File: src/rtl/mem_arbiter.sv
// Two-port round-robin arbiter in front of a single-port synchronous RAM.
// Each transaction: grant, WAIT_CYCLES of RAM access, then a one-cycle response.
module mem_arbiter #(
    parameter int unsigned WAIT_CYCLES = 2
) (
    input  logic       arb_clk,
    input  logic       arb_rst_n,
    input  logic       req0,
    input  logic       req1,
    input  logic       we0,
    input  logic       we1,
    input  logic [7:0] addr0,
    input  logic [7:0] addr1,
    input  logic [7:0] wdata0,
    input  logic [7:0] wdata1,
    output logic       gnt0,
    output logic       gnt1,
    output logic       done0,
    output logic       done1,
    output logic [7:0] rdata,
    output logic       busy,
    output logic [7:0] ram_addr,
    output logic [7:0] ram_wdata,
    output logic       ram_we,
    input  logic [7:0] ram_rdata
);

    if (WAIT_CYCLES < 1 || WAIT_CYCLES > 15) begin : g_bad_wait
        $error("mem_arbiter: WAIT_CYCLES must be 1..15");
    end

    localparam logic [3:0] WAIT_LD = 4'(WAIT_CYCLES);

    typedef enum logic [1:0] {
        IDLE,
        ACCESS,
        RESP
    } state_t;

    state_t     state_q, state_d;
    logic [3:0] cnt_q, cnt_d;
    logic       last_q, last_d;
    logic       owner_q, owner_d;
    logic       we_q, we_d;
    logic [7:0] addr_q, addr_d;
    logic [7:0] wdata_q, wdata_d;
    logic [7:0] rdata_q, rdata_d;
    logic       gnt0_q, gnt0_d;
    logic       gnt1_q, gnt1_d;
    logic       done0_q, done0_d;
    logic       done1_q, done1_d;
    logic       win;

    // Tie goes to the port that was not granted last.
    always_comb begin
        win = ~req0;
        if (req0 && req1) begin
            win = ~last_q;
        end
    end

    always_comb begin
        state_d = state_q;
        cnt_d   = cnt_q;
        last_d  = last_q;
        owner_d = owner_q;
        we_d    = we_q;
        addr_d  = addr_q;
        wdata_d = wdata_q;
        rdata_d = rdata_q;
        gnt0_d  = gnt0_q;
        gnt1_d  = gnt1_q;
        done0_d = done0_q;
        done1_d = done1_q;
        unique case (state_q)
            IDLE: begin
                if (req0 || req1) begin
                    state_d = ACCESS;
                    cnt_d   = WAIT_LD;
                    owner_d = win;
                    we_d    = win ? we1 : we0;
                    addr_d  = win ? addr1 : addr0;
                    wdata_d = win ? wdata1 : wdata0;
                    gnt0_d  = ~win;
                    gnt1_d  = win;
                end
            end
            ACCESS: begin
                cnt_d = cnt_q - 4'd1;
                if (cnt_q == 4'd1) begin
                    state_d = RESP;
                    if (!we_q) begin
                        rdata_d = ram_rdata;
                    end
                    done0_d = ~owner_q;
                    done1_d = owner_q;
                end
            end
            RESP: begin
                state_d = IDLE;
                last_d  = owner_q;
                gnt0_d  = 1'b0;
                gnt1_d  = 1'b0;
                done0_d = 1'b0;
                done1_d = 1'b0;
            end
            default: begin
                state_d = IDLE;
            end
        endcase
    end

    always_ff @(posedge arb_clk or negedge arb_rst_n) begin
        if (!arb_rst_n) begin
            state_q <= IDLE;
            cnt_q   <= '0;
            last_q  <= 1'b1;
            owner_q <= 1'b0;
            we_q    <= 1'b0;
            addr_q  <= '0;
            wdata_q <= '0;
            rdata_q <= '0;
            gnt0_q  <= 1'b0;
            gnt1_q  <= 1'b0;
            done0_q <= 1'b0;
            done1_q <= 1'b0;
        end else begin
            state_q <= state_d;
            cnt_q   <= cnt_d;
            last_q  <= last_d;
            owner_q <= owner_d;
            we_q    <= we_d;
            addr_q  <= addr_d;
            wdata_q <= wdata_d;
            rdata_q <= rdata_d;
            gnt0_q  <= gnt0_d;
            gnt1_q  <= gnt1_d;
            done0_q <= done0_d;
            done1_q <= done1_d;
        end
    end

    // RAM side decodes straight from state so reset clears it at once.
    assign busy      = (state_q != IDLE);
    assign ram_addr  = busy ? addr_q : 8'h00;
    assign ram_wdata = busy ? wdata_q : 8'h00;
    assign ram_we    = (state_q == ACCESS) && (cnt_q == WAIT_LD) && we_q;
    assign gnt0      = gnt0_q;
    assign gnt1      = gnt1_q;
    assign done0     = done0_q;
    assign done1     = done1_q;
    assign rdata     = rdata_q;

endmodule

File: config.mk
export PLATFORM = sky130hd
export DESIGN_NAME = mem_arbiter
export DESIGN_NICKNAME = d
export VERILOG_FILES = /design/src/rtl/mem_arbiter.sv
export SDC_FILE = /design/constraint.sdc
export NUM_CORES = 1
export LEC_CHECK = 0
export CAP_MARGIN = 10
export CORE_MARGIN = 2
export CORE_UTILIZATION = 25
export DETAILED_ROUTE_END_ITERATION = 16
export GPL_TIMING_DRIVEN = 0
export HOLD_SLACK_MARGIN = 0.08
export PLACE_DENSITY = 0.59
export SETUP_SLACK_MARGIN = 0.4
export SLEW_MARGIN = 40
export SYNTH_ARGS = -nofsm -noshare
export SYNTH_HDL_FRONTEND = slang
export SYNTH_SLANG_ARGS = --single-unit
File: constraint.sdc
create_clock -name arb_clk -period 1.45 [get_ports arb_clk]
set_clock_uncertainty 0.1 [all_clocks]
set_input_delay 0.435 -clock arb_clk [delete_from_list [all_inputs] [get_ports arb_clk]]
set_output_delay 0.435 -clock arb_clk [all_outputs]
set_load 0.1 [all_outputs]
==> metrics.txt <==
Final Hold Vio Count=7; gpl congestion=0.6914; number of top-level pins=76; FF/Latch Area=972.2 um^2; Syn-to-layout area delta=104.4%; final setup violating endpoints=62; worst hold path class=in -> async; DR vias/cell=4.470; FF+latch count, synth=37; worst slew pin tran=0.4885 ns; clk slew on worst S/H paths=0.08 ns; Multi-input gate area=920.9 um^2; antenna cell count=0; Req. time, crit path=0.92 ns; starting density of the core=0.2573; Synth cell types=31; sequential share of the synthesized area=0.5304; number of buffers created by CTS=5; vias in the first global route=1611; initial DRC count=56; GRT Total Usage=0.1456; Synth area leaders=dfrtp_1 (52%), a221o_1 (9.7%), and3_1 (6.4%), and2_1 (6.1%), mux2_1 (4.5%); violated checks=negative hold slack, negative setup slack; Post-Route WL=5460 um; DRC Markers=0; drt wl/cell=15.64 um; Buffers on Ports=75; H-tree depth=2; YS warnings=0; cell area after synthesis=1748 um^2; die width=87.62 um; clk_lat worst skew=0.30 ns; crit end category=primary output; status=finished with violations; first-pass GRT wire length=8473 um; area share of the largest cell type after synthesis=0.5154; via count=1560; CP Data Arrival Time=1.46 ns; fin. max-slew vios=0; Detail Placement HPWL=3288 um; clock sinks=37; share of layout cells above drive strength 1=0.5138; post-route setup TNS=-14.80 ns; core footprint=6794 um^2; net total in the final layout=301; CTS tree=built; DR pass1 iterations=4; final worst slack=-0.5474 ns; Die ar.=7676 um^2; Avg Cell Area, Syn=12.05 um^2; cells after synthesis=145; Max-slew headroom=0.6743; Root Buffer=clkbuf_8; grt ovf=0; largest net degree at the start of global routing=38; final instance area=3572 um^2; Setup crit start kind=register; Hold WS=-0.01230 ns; fill count=582; Die Span Y=87.62 um; Clock Path Buffers=2; top cell type by total area after synthesis=dfrtp_1; post-route ant nets=0; Synth Net Count=194; FMAX=500.6 MHz; critical path class=reg -> out; DP Area=2634 um^2; CP max FO=5; antenna violations before repair=0; Max Cap Violations=0; crit path time final=1.997 ns; RSZ-0062 raised after global routing=true; period utilization=1.378; Std-Cell Rows=30
[sequential cells by signal, indices dropped and copies added, names as in the netlist]
signal / flops
addr_q: 8
cnt_q: 4
done0: 1
done1: 1
gnt0: 1
gnt1: 1
last_q: 1
owner_q: 1
rdata: 8
state_q: 2
wdata_q: 8
we_q: 1
[kinds of logic after synthesis]
family,count (synthesis),synth area share
fa+ha+maj,3,0.02148
buf+inv,13,0.04080
flops,37,0.5304
mux,12,0.07516
simple gates,51,0.1868
compound gates,29,0.1453
[metal layers]
metal	vias up	part of all wire	wire length [um]	track usage
met5	-	0	0	0
met4	0	0.0097	53	0.03776
met3	4	0.042	230	0.03393
met2	38	0.50	2713	0.2424
met1	766	0.45	2464	0.1912
li1	752	-	-	-
[timing repair]
action | 4_1_cts | 5_1_grt
resized for setup | 156 | 6
pin swaps | 7 | 1
hold endpoints to repair | 36 | 36
cloned | 4 | 0
buffers inserted | 18 | 3
setup endpoints to repair | 67 | 67
[layout by cell type (no fill, tap or decap), types with 3 or more instances in the layout]
cell type,instances
clkdlybuf4s50_1,42
buf_12,29
dfrtp_1,24
and2_4,17
buf_4,17
and3_1,17
a221o_1,17
buf_6,15
dfrtp_4,12
mux2_4,8
clkbuf_8,6
nand2_1,3
mux2i_1,3
o21ai_1,3
[stage by stage]
step,instances,setup WS [ns],utilization
2_1_floorplan,145,-0.5978,-
3_3_place_gp,316,-1.394,0.4101
3_5_place_dp,316,-0.6522,0.3877
4_1_cts,346,-0.5489,0.5201
5_1_grt,349,-0.5944,0.5258
6_report,349,-0.5474,0.5258
[worst max-delay path, stage by stage (launching register included)]
cell	delay (ns)
dfrtp_1	0.43
nor2_4	0.13
buf_6	0.12
inv_6	0.04
clkbuf_16	0.14
and2_4	0.14
buf_12	0.16
[area by class of cell]
cell class | instances | share of cell area
well taps | 96 | 0.03363
plain buffers | 10 | 0.03363
clock buffers | 5 | 0.01926
repair buffers | 100 | 0.3601
multi-input cells | 95 | 0.2578
inverters | 3 | 0.005254
clock inverters | 3 | 0.01821
flip-flops and latches | 37 | 0.2722
[synth_stat cells]
| cell type | instances |
|---|---|
| nor3_1 | 1 |
| o21ai_0 | 2 |
| nor2b_1 | 1 |
| nor4_1 | 1 |
| inv_2 | 1 |
| o211ai_1 | 1 |
| inv_1 | 2 |
| ha_1 | 3 |
| a221o_1 | 17 |
| mux2i_1 | 3 |
| a32o_1 | 1 |
| nor3b_4 | 1 |
| and2_1 | 17 |
| a31o_1 | 1 |
| nand2b_1 | 3 |
| a22oi_1 | 1 |
| a22o_1 | 1 |
| nor2_1 | 3 |
| nand3b_4 | 1 |
| a21boi_2 | 1 |
| clkbuf_1 | 2 |
| mux2_2 | 2 |
| o21ai_1 | 4 |
| and3_1 | 18 |
| nand2_1 | 3 |
| dfrtp_1 | 36 |
| mux2_1 | 7 |
| dfstp_2 | 1 |
| buf_6 | 2 |
| buf_2 | 6 |
| nand3_1 | 2 |
[path summary, 6_finish.rpt]
kind                            startpoint      endpoint  depth (start not counted)  slack, ns
worst max-delay path            state_q[1]  ram_wdata[3]                          6      -0.55
worst min-delay path             arb_rst_n      rdata[3]                          1      -0.01
worst max register to register    cnt_q[1]      rdata[0]                          6      -0.24
worst min register to register   addr_q[0]     addr_q[0]                          1       0.42
max in group asynchronous        arb_rst_n          gnt1                          1       0.88
min in group arb_clk             addr_q[0]     addr_q[0]                          1       0.42
Power is left out: the tool's default activity adds up to more than one toggle a clock period on the data nets, which glitch-free logic cannot reach.
